## src/rtl/alu_writeback.sv

```systemverilog
// ALU writeback stage: 2-entry result FIFO draining to the register-file write port,
// with a forwarding lookup. Define ALU_WB_FLAGS_EN to build the zero/negative flag registers.
module alu_writeback #(
  parameter int unsigned DATA_W     = 32,
  parameter int unsigned REG_ADDR_W = 5
) (
  input  logic                  clk,
  input  logic                  rst,
  input  logic                  in_valid,
  output logic                  in_ready,
  input  logic [DATA_W-1:0]     in_result,
  input  logic [REG_ADDR_W-1:0] in_rd,
  output logic                  rf_we,
  output logic [REG_ADDR_W-1:0] rf_waddr,
  output logic [DATA_W-1:0]     rf_wdata,
  input  logic                  rf_wack,
  input  logic [REG_ADDR_W-1:0] lookup_rs,
  output logic                  lookup_hit,
  output logic [DATA_W-1:0]     lookup_data,
  output logic                  busy,
  output logic [31:0]           retired_count,
  output logic                  flag_z,
  output logic                  flag_n
);

  localparam int unsigned DEPTH = 2;
  localparam int unsigned CNT_W = 2;

  typedef struct packed {
    logic [REG_ADDR_W-1:0] rd;
    logic [DATA_W-1:0]     result;
  } entry_t;

  entry_t             ent_q [DEPTH];
  entry_t             ent_d [DEPTH];
  logic [CNT_W-1:0]   count_q, count_d;
  logic [31:0]        retired_q, retired_d;
  logic               push, pop;
  logic               head_x0;
  logic [CNT_W-1:0]   wr_idx;

  assign head_x0  = (ent_q[0].rd == '0);
  assign in_ready = !rst && (count_q < CNT_W'(DEPTH));
  assign push     = in_valid && in_ready;
  assign pop      = (count_q != '0) && (rf_wack || head_x0);

  assign rf_we         = !rst && (count_q != '0) && !head_x0;
  assign rf_waddr      = ent_q[0].rd;
  assign rf_wdata      = ent_q[0].result;
  assign busy          = (count_q != '0);
  assign retired_count = retired_q;

  // Head is always slot 0: a pop shifts the tail forward, a push lands behind what remains.
  always_comb begin
    ent_d     = ent_q;
    count_d   = count_q;
    retired_d = retired_q;
    wr_idx    = pop ? CNT_W'(count_q - CNT_W'(1)) : count_q;
    if (pop) begin
      ent_d[0]  = ent_q[1];
      retired_d = retired_q + 32'd1;
    end
    if (push) begin
      if (wr_idx == '0) ent_d[0] = '{rd: in_rd, result: in_result};
      else              ent_d[1] = '{rd: in_rd, result: in_result};
    end
    count_d = CNT_W'(count_q + CNT_W'(push) - CNT_W'(pop));
  end

  always_ff @(posedge clk) begin
    if (rst) begin
      count_q   <= '0;
      retired_q <= '0;
      ent_q[0]  <= '0;
      ent_q[1]  <= '0;
    end else begin
      count_q   <= count_d;
      retired_q <= retired_d;
      ent_q[0]  <= ent_d[0];
      ent_q[1]  <= ent_d[1];
    end
  end

  // Forwarding search over buffered entries; the younger tail overrides the head.
  always_comb begin
    lookup_hit  = 1'b0;
    lookup_data = '0;
    if (lookup_rs != '0) begin
      if ((count_q != '0) && (ent_q[0].rd == lookup_rs)) begin
        lookup_hit  = 1'b1;
        lookup_data = ent_q[0].result;
      end
      if ((count_q == CNT_W'(DEPTH)) && (ent_q[1].rd == lookup_rs)) begin
        lookup_hit  = 1'b1;
        lookup_data = ent_q[1].result;
      end
    end
  end

`ifdef ALU_WB_FLAGS_EN
  logic flag_z_q, flag_z_d;
  logic flag_n_q, flag_n_d;

  always_comb begin
    flag_z_d = flag_z_q;
    flag_n_d = flag_n_q;
    if (pop) begin
      flag_z_d = (ent_q[0].result == '0);
      flag_n_d = ent_q[0].result[DATA_W-1];
    end
  end

  always_ff @(posedge clk) begin
    if (rst) begin
      flag_z_q <= 1'b0;
      flag_n_q <= 1'b0;
    end else begin
      flag_z_q <= flag_z_d;
      flag_n_q <= flag_n_d;
    end
  end

  assign flag_z = flag_z_q;
  assign flag_n = flag_n_q;
`else
  assign flag_z = 1'b0;
  assign flag_n = 1'b0;
`endif

endmodule

```

## config.mk

```make
export PLATFORM = sky130hd
export DESIGN_NAME = alu_writeback
export DESIGN_NICKNAME = d
export VERILOG_FILES = /design/src/rtl/alu_writeback.sv
export SDC_FILE = /design/constraint.sdc
export NUM_CORES = 1
export LEC_CHECK = 0
export CORE_MARGIN = 2
export CORE_UTILIZATION = 30
export DETAILED_ROUTE_END_ITERATION = 7
export GPL_TIMING_DRIVEN = 1
export PLACE_DENSITY = 0.58
export SYNTH_ARGS = -nofsm -noshare
export SYNTH_HDL_FRONTEND = slang
export SYNTH_SLANG_ARGS = --single-unit
```

## constraint.sdc

```tcl
create_clock -name clk -period 3 [get_ports clk]
set_input_delay 0.3 -clock clk [delete_from_list [all_inputs] [get_ports clk]]
set_output_delay 0.3 -clock clk [all_outputs]
set_load 0.01 [all_outputs]
```

==> results by stage <==
Route:
- The final layout contains routed wiring with a total length of 15060 um.
- In the routed layout, each cell is associated on average with a via count of 4.899.
- After the first detailed-routing iteration, the DRC count stood at 163.
- The iteration count of the initial detailed-routing pass is 4.
- The routed length per placed instance is 15.75 um.
- The remaining routing DRC violations is 0.
- The final antenna-violating net count is 0.
- Across all layers, the routed design uses 4683 vias.

Worst setup path:
- The cell type with the highest occurrence count on the critical path is sky130_fd_sc_hd__clkdlybuf4s50_1.
- The start-to-end type of the worst setup path is in2out.
- The arrival time at the worst endpoint is 2.54 ns.
- Of all nets on the critical path, the largest fanout is 13.
- The nature of the critical path endpoint is a primary output.
- The required time at the worst-slack endpoint is 2.70 ns.
- The slowest stage of the critical path is the sky130_fd_sc_hd__clkdlybuf4s50_1 cell.
- The stage delay of the slowest cell on the critical path is 0.55 ns.
- The startpoint kind of the worst setup timing path is an input pin.
- The critical path goes through clkdlybuf4s50_1 -> xnor2_1 -> nand4_1 -> nor3_1 -> o32ai_4 -> buf_4 -> nor2_1 -> clkdlybuf4s50_1.

Synthesis:
- The post-synthesis share of cell area spent on full adders, half adders and majority gates is 0.009064.
- The share of the synthesized area in compound gates (AO/OA/AOI/OAI) is 0.08951.
- The cell area after synthesis is 0.005522 mm2.
- The combinational family with the most area after synthesis is multiplexers.
- The netlist uses 42 different library cells.
- Yosys instantiated no cell more often than sky130_fd_sc_hd__dfxtp_1.
- The mean area per synthesized cell is 8.863 um2.
- The post-synthesis cell type with the largest combined area is sky130_fd_sc_hd__dfxtp_1.
- Synthesis inferred 108 register bits.
- Among all flip-flop cells after synthesis, the most frequent one is sky130_fd_sc_hd__dfxtp_1.
- The parity-gate share of the synthesized area counting xor and xnor cells is 0.05235.
- Ranked by instance count, the synthesized netlist is headed by 108 x sky130_fd_sc_hd__dfxtp_1, 102 x sky130_fd_sc_hd__mux2i_1, 99 x sky130_fd_sc_hd__nor2_1.
- Of the total synthesized cell area, the portion taken by AND, OR, NAND and NOR gates is 0.1808.
- The async set-or-reset flop fraction in the synthesized netlist is 0.
- For this run, the number of Yosys warnings is 0.
- The number of instances in the synthesized netlist is 623.
- The post-synthesis mux area share is 0.1849.
- Ranked by total cell area, the synthesized netlist is headed by sky130_fd_sc_hd__dfxtp_1 39%, sky130_fd_sc_hd__mux2i_1 18%, sky130_fd_sc_hd__nor2_1 6.7%, sky130_fd_sc_hd__buf_4 5.3%, sky130_fd_sc_hd__o31ai_1 5.3%.
- The number of enable flip-flop cells after synthesis is 0.
- The top-area cell type share of the netlist area is 0.3916.
- Of the synthesized area, sequential elements account for 0.3916.

Floorplanning:
- The initial utilization of the core area, before any placement, comes to 0.3063.
- In this run the count of I/O pins placed on the die edge is 153.
- The die area is 0.01951 mm2.
- The site row count is 49.
- The area inside the core boundary is 0.01802 mm2.
- The floorplan step set the die height to 139.7 um.
- The width of the die is 139.7 um.

Clocking:
- After clock tree synthesis, the clock-pin slew on the worst setup and hold paths is 0.07 ns.
- The root buffer cell is sky130_fd_sc_hd__clkbuf_16.
- The number of setup buffers added after CTS is 0.
- The tree built by TritonCTS fans out to 108 sinks.
- TritonCTS built the clock tree.
- For this design, the CTS-stage hold fixing added 0 buffers.
- The number of clock buffers added by TritonCTS is 9.
- The clock passes through at most 2 buffers.
- The depth of the CTS H-tree is 3.
- The clock reaches the later pin of the worst-skew pair after 0.35 ns.

Pwr:
- The power density over the cells is 692.0 mW/mm2.
- Across the VDD grid, the largest voltage drop is 0.4253 mV.
- Summed over all cells, the static leakage comes to 2.743 nW.

Timing:
- The number of max-slew violations in the final report is 0.
- The post-route clock period utilization is 0.9483.
- For this run, the top clock speed supported by timing is 0.3515 GHz.
- The clock period could shrink to 2.845 ns.
- For the pin with the worst max-slew slack, the measured transition is 0.6345 ns.
- The worst setup skew after layout is 0.007379 ns.
- The relative slew slack is 0.5731.
- Once routing completed, OpenROAD measured the worst setup slack at 0.1550 ns.
- The setup TNS is 0 ns.
- The final hold violation count was 0.
- The setup violation total in the final timing report is 0.
- Setup repair after global routing left no endpoint under its margin.

Global route:
- Entering global routing, the biggest net connects 57 pins.
- The via count of the first global-routing pass is 4660.
- The wire length of the first global-routing pass is 24480 um.
- The total global routing overflow is 0.
- For this run, the total global-route usage over all layers was measured as 0.1548.
- The initial antenna violation count is 0.

Cells and area:
- Once layout is complete, the utilization of the core stands at 0.4102.
- The post-route cell area is 0.007395 mm2.
- The antenna diode count is 0.
- The net count of the finished layout is 773.
- The area growth from synthesis to layout is 33.92%.
- The finished layout holds 956 standard cells, fillers aside.
- In the final layout, the share of cells above drive strength 1 is 0.06327.

Placement:
- The pre-CTS setup slack is 0.1216 ns.
- The count of port buffers added during placement is 150.
- The detailed-placement wirelength estimate is 10590 um.
- The standard cell area after detailed placement is 0.007063 mm2.
- The cell count after placement is 941.
- The global placer's final weighted congestion is 0.7664.

Flow run:
- The tool flagged a number of max-cap violations equal to 0.

Outcome:
- The flow ran to the end, and the final reports show no timing, DRC or antenna violations.

Hold path:
- The class of the most critical hold timing path is in2reg.
-- worst max-delay path, delay by kind of cell --
kind | cells | cell delay [ns]
buffers and inverters | 3 | 1.31
and+or+nand+nor | 3 | 0.64
AOI/OAI and AO/OA | 1 | 0.15
xor gates and xnor gates | 1 | 0.14
-- through the flow --
stage	hold WS, ns	total power [mW]
5_1_grt	0.4453	5.436
4_1_cts	0.4339	5.199
2_1_floorplan	0.4085	3.314
6_report	0.4354	5.117
3_5_place_dp	0.4955	3.958
3_3_place_gp	0.4803	3.912
-- flip-flops by register name, indices dropped and copies added (netlist names) --
signal and flops:
rf_wdata 32, rf_waddr 5, retired_count 32, ent_q 37, count_q 2
-- cell families (layout without fill, tap and decap cells) --
logic type / count (synthesis) / after routing
other: 1 / 2
buffers and inverters: 89 / 192
multiplexers: 102 / 102
AND/OR/NAND/NOR: 217 / 217
adder cells (fa/ha/maj): 4 / 4
AO/OA/AOI/OAI: 69 / 69
flip-flops: 108 / 108
XOR/XNOR: 33 / 33
-- per-layer routing --
| metal | routed length, um | GRT usage |
|---|---|---|
| met1 | 6948 | 0.1959 |
| met2 | 7343 | 0.2650 |
| met3 | 668 | 0.03579 |
| met4 | 97 | 0.04263 |
| met5 | 0 | 0 |
-- layout make-up --
class | count | area [um2]
sequential | 108 | 2165
clock buffer | 11 | 242.7
multi-input combinational | 427 | 2913
timing repair buffer | 166 | 1697
fill | 1783 | 10630
clock inverter | 4 | 50.05
inverter | 11 | 41.29
tap | 229 | 286.5
-- power by group --
group | switching (mW) | internal (mW)
clock network | 0.531 | 0.665
logic | 1.02 | 0.977
registers | 0.234 | 1.69
total | 1.79 | 3.33
-- path summary, 6_finish.rpt --
check | cells after the start | slack [ns] | end | from
max | 8 | 0.16 | lookup_data[18] | lookup_rs[0]
min | 2 | 0.44 | retired_count[20]$_SDFFE_PP0P_ | rst
max reg2reg | 8 | 0.47 | rf_wdata[18]$_SDFF_PP0_ | count_q[0]$_SDFF_PP0_
min reg2reg | 2 | 0.50 | retired_count[31]$_SDFFE_PP0P_ | retired_count[31]$_SDFFE_PP0P_
-- cell usage in the layout, fill, tap and decap left out, types with 12 or more instances in the layout --
cell type and n:
sky130_fd_sc_hd__nor2_1 98, sky130_fd_sc_hd__xnor2_1 15, sky130_fd_sc_hd__dfxtp_1 106, sky130_fd_sc_hd__nand4_1 12
sky130_fd_sc_hd__o31ai_1 39, sky130_fd_sc_hd__mux2i_1 102, sky130_fd_sc_hd__nand2_1 53, sky130_fd_sc_hd__xor2_1 18
sky130_fd_sc_hd__buf_4 13, sky130_fd_sc_hd__clkdlybuf4s50_1 138
-- timing repair --
item,4_1_cts,5_1_grt
pin swaps,0,0
endpoints found under the setup margin,31,32
resized for setup,2,14
No activity file was read; power rests on OpenSTA's default activity.
